### config.mk
export PLATFORM = sky130hd
export DESIGN_NAME = stream_n_samples_flat
export DESIGN_NICKNAME = d
export VERILOG_FILES = /design/src/rtl/stream_n_samples_if.sv /design/src/rtl/stream_n_samples.sv /design/src/flat_wrapper.sv
export SDC_FILE = /design/constraint.sdc
export NUM_CORES = 1
export LEC_CHECK = 0
export ABC_AREA = 1
export CORE_ASPECT_RATIO = 1.1
export CORE_MARGIN = 2
export CORE_UTILIZATION = 30
export DETAILED_ROUTE_END_ITERATION = 10
export PLACE_DENSITY = 0.62
export REMOVE_ABC_BUFFERS = 1
export SLEW_MARGIN = 10
export SYNTH_ARGS = -nofsm -noshare
export SYNTH_HDL_FRONTEND = slang
export SYNTH_SLANG_ARGS = --single-unit
### constraint.sdc
create_clock -name clk -period 45.8 [get_ports clk]
set_clock_uncertainty 0.1 [all_clocks]
set_input_delay 6.87 -clock clk [delete_from_list [all_inputs] [get_ports clk]]
set_output_delay 6.87 -clock clk [all_outputs]
set_load 0.05 [all_outputs]
### src/rtl/stream_n_samples_if.sv
// ---------------------------------------------------------------------------
// stream_n_samples_if
// Bundles the two handshakes of the window player: the parallel window
// capture side (win_*) and the serial playback side (out_*).
//
//   win_valid  producer -> player   win_data holds a complete window
//   win_ready  player -> producer   player can take a window this cycle
//   win_data   producer -> player   SAMPLES words, element 0 played first
//   out_valid  player -> sink       out_data is presented
//   out_ready  sink -> player       sink accepts out_data this cycle
//   out_data   player -> sink       current sample word
//   out_index  player -> sink       position of out_data within its window
//   out_last   player -> sink       final word of the window
//
// The master modport is the environment side (window producer plus sink);
// the slave modport is the player itself.
// ---------------------------------------------------------------------------
interface stream_n_samples_if #(
   parameter int SAMPLES = 16,
   parameter int WIDTH   = 32
);

   logic                       win_valid;
   logic                       win_ready;
   logic [WIDTH-1:0]           win_data [SAMPLES-1:0];
   logic                       out_valid;
   logic                       out_ready;
   logic [WIDTH-1:0]           out_data;
   logic [$clog2(SAMPLES)-1:0] out_index;
   logic                       out_last;

   modport master (
      output win_valid,
      output win_data,
      output out_ready,
      input  win_ready,
      input  out_valid,
      input  out_data,
      input  out_index,
      input  out_last
   );

   modport slave (
      input  win_valid,
      input  win_data,
      input  out_ready,
      output win_ready,
      output out_valid,
      output out_data,
      output out_index,
      output out_last
   );

endinterface

### src/rtl/stream_n_samples.sv
// ---------------------------------------------------------------------------
// stream_n_samples
// Playback side of the microphone window path. A whole window of SAMPLES
// words is taken in one parallel transfer and then played out one word at a
// time, index 0 first, with at least PERIOD clocks between consecutive
// output handshakes so the sink sees the converter sample rate.
//
// Ports:
//   clk    single clock, everything on the rising edge
//   reset  synchronous, active-high; returns the player to IDLE
//   sif    stream_n_samples_if.slave (window capture + sample output)
//   busy   high whenever the player is not idle
//
// Parameters:
//   SAMPLES  words per window (>= 2)
//   WIDTH    bits per sample word
//   PERIOD   minimum clocks between output handshakes (>= 1)
// ---------------------------------------------------------------------------
module stream_n_samples #(
   parameter int SAMPLES = 16,
   parameter int WIDTH   = 32,
   parameter int PERIOD  = 4
) (
   input  logic                  clk,
   input  logic                  reset,
   stream_n_samples_if.slave     sif,
   output logic                  busy
);

   localparam int IDX_W = $clog2(SAMPLES);

   // The pacing counter only ever holds PERIOD-2 down to 0, so it is sized
   // for PERIOD-2; a 1-bit counter is kept for the short PERIOD cases so the
   // declaration stays legal even where the wait states are never entered.
   localparam int CNT_W = (PERIOD > 2) ? $clog2(PERIOD - 1) : 1;

   localparam logic [CNT_W-1:0] GAP_LOAD = CNT_W'((PERIOD > 1) ? (PERIOD - 2) : 0);
   localparam logic [IDX_W-1:0] LAST_IDX = IDX_W'(SAMPLES - 1);

   typedef enum logic [1:0] {
      IDLE,
      PRESENT,
      GAP,
      DRAIN
   } state_t;

   state_t           state;
   state_t           state_next;
   logic [IDX_W-1:0] idx;
   logic [IDX_W-1:0] idx_next;
   logic [CNT_W-1:0] cnt;
   logic [CNT_W-1:0] cnt_next;
   logic [WIDTH-1:0] win_buf [SAMPLES-1:0];
   logic             capture;
   logic             at_last;

   // win_ready is simply "in IDLE", so a capture is any cycle in IDLE where
   // the producer offers a window.
   assign capture = (state == IDLE) && sif.win_valid;
   assign at_last = (idx == LAST_IDX);

   // State, index and pacing counter registers. Reset is synchronous and
   // wins over whatever the next-state logic asked for in the same cycle,
   // which is how a capture or handshake coinciding with reset is dropped.
   always_ff @(posedge clk) begin
      if (reset) begin
         state <= IDLE;
         idx   <= '0;
         cnt   <= '0;
      end else begin
         state <= state_next;
         idx   <= idx_next;
         cnt   <= cnt_next;
      end
   end

   // Window buffer. It is written only on a capture, so the upstream logic
   // is free to change win_data on any later cycle. The buffer is not reset
   // because out_data is forced to zero outside PRESENT, so stale contents
   // are never visible.
   always_ff @(posedge clk) begin
      if (capture && !reset) begin
         win_buf <= sif.win_data;
      end
   end

   // Next-state logic. PRESENT holds until the sink takes the word; the
   // handshake then either moves to the next word (through GAP when pacing
   // is needed) or finishes the window (through DRAIN when pacing is
   // needed). The counter is loaded with PERIOD-2 on the handshake so the
   // wait state lasts exactly PERIOD-1 cycles including the cycle it exits
   // on. With PERIOD == 1 the wait states are skipped entirely.
   always_comb begin
      state_next = state;
      idx_next   = idx;
      cnt_next   = cnt;
      case (state)
         IDLE: begin
            if (sif.win_valid) begin
               idx_next   = '0;
               state_next = PRESENT;
            end
         end
         PRESENT: begin
            if (sif.out_ready) begin
               cnt_next = GAP_LOAD;
               if (at_last) begin
                  if (PERIOD == 1) begin
                     state_next = IDLE;
                  end else begin
                     state_next = DRAIN;
                  end
               end else begin
                  idx_next = idx + IDX_W'(1);
                  if (PERIOD == 1) begin
                     state_next = PRESENT;
                  end else begin
                     state_next = GAP;
                  end
               end
            end
         end
         GAP: begin
            if (cnt == '0) begin
               state_next = PRESENT;
            end else begin
               cnt_next = cnt - CNT_W'(1);
            end
         end
         DRAIN: begin
            if (cnt == '0) begin
               state_next = IDLE;
            end else begin
               cnt_next = cnt - CNT_W'(1);
            end
         end
         default: begin
            state_next = IDLE;
         end
      endcase
   end

   // Outputs are decoded purely from registered state and the buffer, so
   // out_ready never reaches them combinationally. Data, index and last are
   // all forced to zero outside PRESENT.
   always_comb begin
      sif.win_ready = (state == IDLE);
      sif.out_valid = (state == PRESENT);
      sif.out_data  = '0;
      sif.out_index = '0;
      sif.out_last  = 1'b0;
      busy          = (state != IDLE);
      if (state == PRESENT) begin
         sif.out_data  = win_buf[idx];
         sif.out_index = idx;
         sif.out_last  = at_last;
      end
   end

endmodule
### src/flat_wrapper.sv
// flat-port wrapper written by rule: the top's interface ports become plain ports
module stream_n_samples_flat 
#(
   parameter int SAMPLES = 16,
   parameter int WIDTH   = 32,
   parameter int PERIOD  = 4
)
  (clk, reset, busy, sif_win_valid, sif_win_data, sif_out_ready, sif_win_ready, sif_out_valid, sif_out_data, sif_out_index, sif_out_last);
  stream_n_samples_if #(.SAMPLES(SAMPLES), .WIDTH(WIDTH)) sif_i ();
  input  logic clk;
  input  logic reset;
  output logic busy;
  input wire logic [$bits(sif_i.win_valid)-1:0] sif_win_valid;
  input wire logic [$bits(sif_i.win_data)-1:0] sif_win_data;
  input wire logic [$bits(sif_i.out_ready)-1:0] sif_out_ready;
  output wire logic [$bits(sif_i.win_ready)-1:0] sif_win_ready;
  output wire logic [$bits(sif_i.out_valid)-1:0] sif_out_valid;
  output wire logic [$bits(sif_i.out_data)-1:0] sif_out_data;
  output wire logic [$bits(sif_i.out_index)-1:0] sif_out_index;
  output wire logic [$bits(sif_i.out_last)-1:0] sif_out_last;
  assign sif_i.win_valid = sif_win_valid;
  assign sif_i.win_data = {>>{sif_win_data}};
  assign sif_i.out_ready = sif_out_ready;
  assign sif_win_ready = sif_i.win_ready;
  assign sif_out_valid = sif_i.out_valid;
  assign sif_out_data = sif_i.out_data;
  assign sif_out_index = sif_i.out_index;
  assign sif_out_last = sif_i.out_last;
  stream_n_samples #(.SAMPLES(SAMPLES), .WIDTH(WIDTH), .PERIOD(PERIOD)) u_core (.clk(clk), .reset(reset), .sif(sif_i), .busy(busy));
endmodule
Yosys cells after proc, flatten, opt, wreduce, memory -nomap -nowiden
Cells that the tools add are included.
{"block": "word_totals", "ff_bits": 520, "output_inout_bits": 40, "wordCells": 62}
{"block": "classes", "n_addsub": 2, "n_lt_le_gt_ge": 1, "n_eq_ne": 10, "mux": 18, "reduce_logical": 12}
{"cell": "binary-select mux 32 bit (select 4 bit)", "count": 1}
{"cell": "2-to-1 mux 32 bit", "count": 2}
{"cell": "2-to-1 mux 4 bit", "count": 4}
{"cell": "2-to-1 mux 2 bit", "count": 6}
{"cell": "inequality test 2 bit (second input constant)", "count": 4}
{"cell": "case mux 2 bit (4 select lines)", "count": 1}
{"cell": "case mux 4 bit (2 select lines)", "count": 1}
{"cell": "AND reduction 4 bit", "count": 2}
{"cell": "nonzero test 2 bit", "count": 3}
{"cell": "less-than comparator 4 x 5 -> 1 bit (second input constant)", "count": 1}
{"cell": "adder 4 x 1 -> 4 bit (second input constant)", "count": 1}
{"cell": "equality test 2 bit (second input constant)", "count": 2}
{"cell": "equality test 4 bit (second input constant)", "count": 1}
{"cell": "logical NOT 2 bit", "count": 2}
{"cell": "inequality test 2 x 1 -> 1 bit (second input constant)", "count": 2}
{"cell": "case mux 2 bit (2 select lines)", "count": 1}
{"cell": "AND reduction 3 bit", "count": 1}
{"cell": "equality test 2 x 1 -> 1 bit (second input constant)", "count": 1}
{"cell": "logical AND 1 bit", "count": 2}
{"cell": "2-to-1 mux 1 bit", "count": 2}
{"cell": "OR reduction 2 bit", "count": 1}
{"cell": "subtractor 2 x 1 -> 2 bit (second input constant)", "count": 1}
{"cell": "logical NOT 1 bit", "count": 1}

Depth between registers and ports, before layout
Gate-level depths: netlist (run 1).
{"block": "logic_depth", "word_depth": 4, "ltp_mapped": 10, "depth_no_buf": 8}

Worst setup path after synthesis (run 1)
No wires, ideal clock.
{"block": "synth_timing", "path_type": "input port to flip-flop", "startpoint": "in reset", "endpoint": "reg u_core.win_buf[0] (netlist bit) (enable)", "t_arrival_ns": 41.416, "t_required_ns": 43.689, "setup_slack_ns": 2.274, "path_stages": 1, "path_buffers": 0, "path_cell_list": "nor3_1"}
{"block": "synth_between", "elab_chain_cells": 2}
{"item": "start: declaration", "line_no": "flat_wrapper.sv:11", "rtl": "input logic reset;"}
{"item": "logical NOT 1 bit", "line_no": "stream_n_samples.sv:82", "rtl": "if (capture && !reset) begin"}
{"item": "logical AND 1 bit", "line_no": "stream_n_samples.sv:82"}
{"item": "end signal: assignment", "line_no": "stream_n_samples.sv:83", "rtl": "win_buf <= sif.win_data;"}
{"item": "end: declaration", "line_no": "stream_n_samples.sv:53", "rtl": "logic [WIDTH-1:0] win_buf [SAMPLES-1:0];"}
Every way passes these cells.
A chain may end at the register's enable or synchronous reset.

Final worst setup path (run 1)
{"block": "layout_timing", "startpoint": "reg u_core.idx[0]", "endpoint": "out sif_out_data[28]"}
{"block": "layout_between", "elab_chain_cells": 3}
{"item": "start: declaration", "line_no": "stream_n_samples.sv:49", "rtl": "logic [IDX_W-1:0] idx;"}
{"item": "start signal: assignment", "line_no": "stream_n_samples.sv:72", "rtl": "idx <= idx_next;"}
{"item": "binary-select mux 32 bit (select 4 bit)", "line_no": "stream_n_samples.sv:154", "rtl": "sif.out_data = win_buf[idx];"}
{"item": "2-to-1 mux 32 bit (implied by the code)", "line_no": "stream_n_samples.sv:154"}
{"item": "2-to-1 mux 32 bit", "line_no": "stream_n_samples.sv:153", "rtl": "if (state == PRESENT) begin"}
{"item": "end: declaration", "line_no": "flat_wrapper.sv:18", "rtl": "output wire logic [$bits(sif_i.out_data)-1:0] sif_out_data;"}
Every way passes these cells. The select of a mux whose other input is x is not followed.

==> metrics.txt, run 1 <==
placed wire-length estimate=41950 um; critical-path cell with the highest stage delay=clkdlybuf4s50_1; Fmax=0.08892 GHz; Overflow after GRT=0; critical path's top delay family=buffers and inverters; clock power share=37.1%; worst-path fanout max=122; hold_buf cts=0; Tcrit/Tclk final=24.55%; Slew headroom=27.90%; post-synthesis instance total=2072; fillers=6929; CP max stage delay=870 ps; vias in the first global route=15810; Worst-path clk slew=60 ps; DRC=0; # IOs=556; DIE WIDTH=262.6 um; Clock Path Buffers=3; post-synthesis register bit count=520; largest net degree at the start of global routing=181; yosys warns=0; Final ANT Viol Nets=0; Via density=4.487; post-placement worst setup slack=35110 ps; Power Internal=884.3 uW; status=finished, final reports clean; RSZ-0062 raised after global routing=no; post-synth cell types=21; via count=16160; CP Launch Type=flip-flop; Worst Path Buf+Inv=3; worst path cell trace=inv_8 > buf_4 > nand2_1 > nand2_1 > nand2_1 > nand3_1 > nand3_1 > a21oi_1 > clkdlybuf4s50_1; Worst setup EP type=output port; critical path's most frequent cell=nand2_1; critical path data arrival time=4280 ps; switching share of power=25.51%; Max Transition Viols Final=0; 1st-iter DRT viols=1126; switching pwr=302.9 uW; leading area contributor after synthesis=edfxtp_1; Die H=288.5 um; DIE AREA=75760 sq um; area of the mapped netlist=22070 sq um; Reg power frac=47.6%; final worst path period need=11250 ps; initial antenna violation count=7; GPL Wtd Cong=0.7829; first-pass GRT wire length=95140 um; clock root buffer=clkbuf_16; slew at the pin with the worst max-slew slack=1081 ps; final hold violations=0; Skew-Pair Late Insertion Delay=600 ps; post-CTS resize count=0; Setup TNS=0 ps; Final WS setup=34550 ps; Req. time, crit path=38830 ps; sequential share of the synthesized area=70.38%; Mean Syn Cell Area=10.65 sq um; layout cells sized above 1=4.056%; All-Layer GR Usage=16.52%; P_leak=12.02 nW; wire per inst=18.07 um; Post CTS Setup Buffer Count=0; kind of critical path=reg2out; CTS tree=done; Worst Hold Class=reg2reg; core area=73000 sq um; NumNets Final=3110; Area contributors post-synth=edfxtp_1, nand2_1, nand3_1, inv_1, buf_2; PD cells=39.33 nW/um^2; DRT Wirelength=65090 um; final setup vio count=0; clock buffer count from CTS=57; Initial DRT Pass Iterations=5; starting density of the core=30.24%; # clock sinks=520; H-tree depth=2; row count=104; maxcap violations=0; Comb power frac=15.3%; Area Growth Syn to Fin=36.77%; share of the synthesized area in the top cell type=69.66%; total power draw=1.187 mW; Worst IR Drop VDD=0.02499 mV; I/O Buffers=555
## layer usage
layer  vias up  routed length [um]  share of wire, %  track usage (%)
li1       7841                   -                 -                -
met1      7619               25730                40            19.91
met2       575               33010                51            29.16
met3       126                4301               6.6            3.496
met4         2                2030               3.1            6.106
met5         -                  13             0.020                0
## worst register-to-register path, delay by kind of cell, from the launching register on
kind	cells	cell delay (ps)
buffers and inverters	4	2070
flip-flops	1	320
AND/OR/NAND/NOR	2	500
## synthesized netlist by cell type
library cell	number
nand2_1	777
edfxtp_1	512
nand3_1	323
inv_1	272
buf_2	64
a21oi_1	37
clkbuf_1	17
nor2_1	15
buf_6	13
buf_4	9
buf_1	8
dfxtp_1	8
o21ai_0	7
ha_1	2
or2_2	2
buf_8	1
clkinv_1	1
inv_2	1
inv_4	1
nor3_1	1
o211ai_1	1
## per-stage QoR
stage | std cells | util (%) | instance area, sq um | hold WS [ps]
detailed placement | 3487 | 38.88 | 28380 | 343.4
CTS | 3592 | 41.32 | 30160 | 351.5
global route | 3599 | 41.34 | 30180 | 409.6
floorplan | 1960 | - | 21430 | 325.6
finish | 3602 | 41.35 | 30190 | 353.2
global placement | 3487 | 38.88 | 28380 | 338.3
## path summary, 6_finish.rpt
kind	start	end	slack, ps	cells past startpoint
setup reg to reg	u_core.state[1]$_SDFFE_PP0P_	u_core.win_buf[400]$_DFFE_PP_	42250	6
setup / recovery	u_core.idx[0]$_SDFFE_PP0P_	sif_out_data[28]	34550	9
hold reg to reg	u_core.cnt[0]$_SDFFE_PP0P_	u_core.cnt[0]$_SDFFE_PP0P_	350	1
hold / removal	u_core.cnt[0]$_SDFFE_PP0P_	u_core.cnt[0]$_SDFFE_PP0P_	350	1
## kinds of logic (layout without fill, tap and decap cells)
family                     Yosys count  after routing  share of synthesized area, %
AOI/OAI and AO/OA                   45             45                         1.032
adders and majority gates            2              2                        0.1134
buffers and inverters              387            953                         7.602
DFF                                520            520                         70.38
other                                0             10                             0
and+or+nand+nor                   1118           1118                         20.87
## registers in the layout, summed over array words and instances (netlist names)
register / cells
u_core.win_buf: 512
u_core.idx: 4
u_core.state: 2
u_core.cnt: 2
## cell usage in the layout, fill, tap and decap left out, types with 7 or more instances in the layout
cell,n
edfxtp_1,512
clkbuf_1,13
clkdlybuf4s50_1,555
nand3_1,323
clkbuf_16,58
nand2_1,776
a21oi_1,37
clkinv_2,9
buf_4,15
inv_1,271
nor2_1,15
o21ai_0,7
clkinv_1,15
diode_2,10
## final cells by class
class / instances / area, sq um / share of cell area (%)
Antenna cell: 10 / 25.02 / 0.08289
Clock buffer: 71 / 1500 / 4.970
Clock inverter: 34 / 282.8 / 0.9367
Inverter: 275 / 1044 / 3.457
Multi-Input combinational cell: 1165 / 4867 / 16.12
Sequential cell: 520 / 15550 / 51.50
Tap cell: 954 / 1194 / 3.954
Timing Repair Buffer: 573 / 5728 / 18.97
## power by group through the flow
stage | sequential, mW | clock (mW) | combinational [mW]
global route | 0.567 | 0.471 | 0.199
finish | 0.565 | 0.441 | 0.181
global placement | 0.574 | 0 | 0.182
floorplan | 0.617 | 0 | 0.0938
detailed placement | 0.575 | 0 | 0.183
CTS | 0.565 | 0.454 | 0.184
No activity file was read; power rests on OpenSTA's default activity.
==> inputs of run 2 (changes only) <==
--- a/config.mk
+++ b/config.mk
@@ -10,7 +10,7 @@
 export CORE_MARGIN = 2
 export CORE_UTILIZATION = 30
 export DETAILED_ROUTE_END_ITERATION = 10
-export PLACE_DENSITY = 0.62
+export PLACE_DENSITY = 0.6
 export REMOVE_ABC_BUFFERS = 1
 export SLEW_MARGIN = 10
 export SYNTH_ARGS = -nofsm -noshare
==> constraint.sdc (replaced) <==
create_clock -name clk -period 11.7 [get_ports clk]
set_clock_uncertainty 0.1 [all_clocks]
set_input_delay 1.755 -clock clk [delete_from_list [all_inputs] [get_ports clk]]
set_output_delay 1.755 -clock clk [all_outputs]
set_load 0.05 [all_outputs]
==> run 2 against run 1 <==
  * Core utilization down 0.060 points
  * Setup slack worse by 29000 ps
  * Sequential share of layout area up 0.075 points
  * Sequential cell count unchanged
==> metrics.txt, run 2 (same netlist as run 1, synthesis figures left out) <==
Final WS setup=5320 ps (-29230 ps); DRC=0 (unchanged); DIE AREA=75760 sq um (unchanged); GPL Wtd Cong=0.8435 (+7.7%); Reg2Reg Launch Point=u_core.state[1]$_SDFFE_PP0P_; # clock sinks=520 (unchanged); first-pass GRT wire length=96090 um (+1.0%); via count=16350 (+1.1%); Clock Path Buffers=3 (unchanged); largest registers=u_core.win_buf x512, u_core.idx x4; RSZ-0062 raised after global routing=no; Max Transition Viols Final=0 (unchanged); Post CTS Setup Buffer Count=0 (unchanged); Hold Crit Endpoint=u_core.cnt[0]$_SDFFE_PP0P_; status=finished, final reports clean; DIE WIDTH=262.6 um (unchanged); # IOs=556 (unchanged); Final ANT Viol Nets=0 (unchanged); Hold Path Depth=1 (unchanged); wire per inst=18.12 um (+0.27%); final worst path period need=6380 ps; Initial DRT Pass Iterations=5 (unchanged); Worst IR Drop VDD=0.1087 mV (+340%); CP Launch Type=flip-flop; Top reg by flops=u_core.win_buf; Slew headroom=18.23% (-9.7 points); Die H=288.5 um (unchanged); PD cells=153.1 nW/um^2 (+290%); clock buffer count from CTS=56 (-1.8%); FF-to-FF End=u_core.win_buf[222]$_DFFE_PP_; fillers=6855 (-1.1%); Area Growth Syn to Fin=36.57%; leading cell types in the layout, fill and taps excluded=nand2_1, clkdlybuf4s50_1, edfxtp_1; final std cells w/o fill=3603 (+0.028%); Skew-Pair Late Insertion Delay=600 ps (about the same); post-placement worst setup slack=5896 ps (-29210 ps); clock root buffer=clkbuf_16; Tcrit/Tclk final=54.53%; max FFs per register=512 (unchanged); layout cells sized above 1=4.288% (+0.23 points); Worst setup EP type=output port; R2R setup slack=7860 ps (-34390 ps); hold_buf cts=0 (unchanged); final hold violations=0 (unchanged); initial antenna violation count=16 (+9); Fmax=0.1567 GHz; core area=73000 sq um (unchanged); H-tree depth=2 (unchanged); design area=30140 sq um (-0.15%); kind of critical path=reg2out; maxcap violations=0 (unchanged); CTS tree=done; cells on worst reg2reg path=6 (unchanged); DRT Wirelength=65280 um (+0.29%); I/O Buffers=555 (unchanged); largest net degree at the start of global routing=193 (+6.6%); 1st-iter DRT viols=1285 (+14%); final setup vio count=0 (unchanged); Hold Startpoint=u_core.cnt[0]$_SDFFE_PP0P_; post-CTS resize count=0 (unchanged); row count=104 (unchanged); All-Layer GR Usage=16.61% (+0.095 points); Worst-path clk slew=60 ps (about the same); leading cell type in the layout, fill and taps excluded=nand2_1; placed wire-length estimate=42630 um (+1.6%); Via density=4.537 (+1.1%); Setup TNS=0 ps (unchanged); Worst Hold Class=reg2reg; Post-Place Cells=3488 (+0.029%); Overflow after GRT=0 (unchanged); Post-DP Area=28360 sq um (about the same); Req. time, crit path=9850 ps (-28980 ps); NumNets Final=3110 (unchanged); worst-path fanout max=76 (-38%); vias in the first global route=16360 (+3.5%); critical path data arrival time=4520 ps (+240 ps); starting density of the core=30.24% (unchanged); P_leak=12.03 nW (about the same); slew at the pin with the worst max-slew slack=1227 ps (+145.1 ps)
==> run 2: cell types whose count changed in the layout (fill, tap and decap cells not counted), sizes merged <==
| cell | change |
|---|---|
| bufinv | -1 |
| clkbuf | +1 |
| inv | +2 |
| buf | +1 |
| clkinv | -2 |
| diode | +4 |
| clkinvlp | -4 |
==> run 2: critical path: stages (launching register included) <==
cell and delay, ps:
dfxtp_4 700, buf_4 740, buf_4 690, nand2_1 120, nand2_1 100, nand2_1 50, nand3_1 110, nand3_1 100
a21oi_1 290, clkdlybuf4s50_1 860
==> run 2: where the power goes <==
group	total (mW)	switching (mW)	internal [mW]
clock network	1.69	0.727	0.966
registers	2.21	0.0349	2.18
logic	0.709	0.421	0.288
total	4.62	1.18	3.43
==> run 2: final cells by class <==
| cell class | count | area (sq um) | area share [%] |
|---|---|---|---|
| clock buffer | 72 | 1491 | 4.948 |
| antenna | 14 | 35.03 | 0.1162 |
| clock inverter | 29 | 252.7 | 0.8385 |
| sequential | 520 | 15550 | 51.58 |
| multi-input combinational | 1165 | 4867 | 16.15 |
| timing repair buffer | 574 | 5710 | 18.94 |
| tap | 954 | 1194 | 3.960 |
| inverter | 275 | 1046 | 3.470 |
==> run 2: routing by layer <==
| metal | GRT usage [%] | vias up | share of wire, % |
|---|---|---|---|
| met5 | 0 | - | 0.10 |
| met4 | 6.940 | 10 | 3.4 |
| met3 | 3.223 | 146 | 6.2 |
| met2 | 29.19 | 590 | 51 |
| met1 | 20.03 | 7758 | 40 |
| li1 | - | 7842 | - |
==> run 2: stage by stage <==
stage / power [mW] / utilization (%) / hold WS [ps]
6_report: 4.615 / 41.29 / 368.7
5_1_grt: 4.815 / 41.28 / 391.8
4_1_cts: 4.682 / 41.25 / 374.1
3_5_place_dp: 2.969 / 38.86 / 365.6
3_3_place_gp: 2.958 / 38.86 / 340.1
2_1_floorplan: 2.784 / - / 325.6
==> run 2: worst max-delay path by stage <==
| stage | from | end | slack, ps | cells after the start |
|---|---|---|---|---|
| floorplan | reset | u_core.win_buf[0]$_DFFE_PP_ | -26710 | 1 |
| global route | u_core.idx[0]$_SDFFE_PP0P_ | sif_out_data[20] | 5030 | 9 |
| finish | u_core.idx[0]$_SDFFE_PP0P_ | sif_out_data[20] | 5320 | 9 |
| detailed placement | u_core.idx[0]$_SDFFE_PP0P_ | sif_out_data[20] | 5900 | 9 |
| CTS | u_core.idx[0]$_SDFFE_PP0P_ | sif_out_data[20] | 5210 | 9 |
| global placement | u_core.idx[0]$_SDFFE_PP0P_ | sif_out_data[20] | 5910 | 9 |
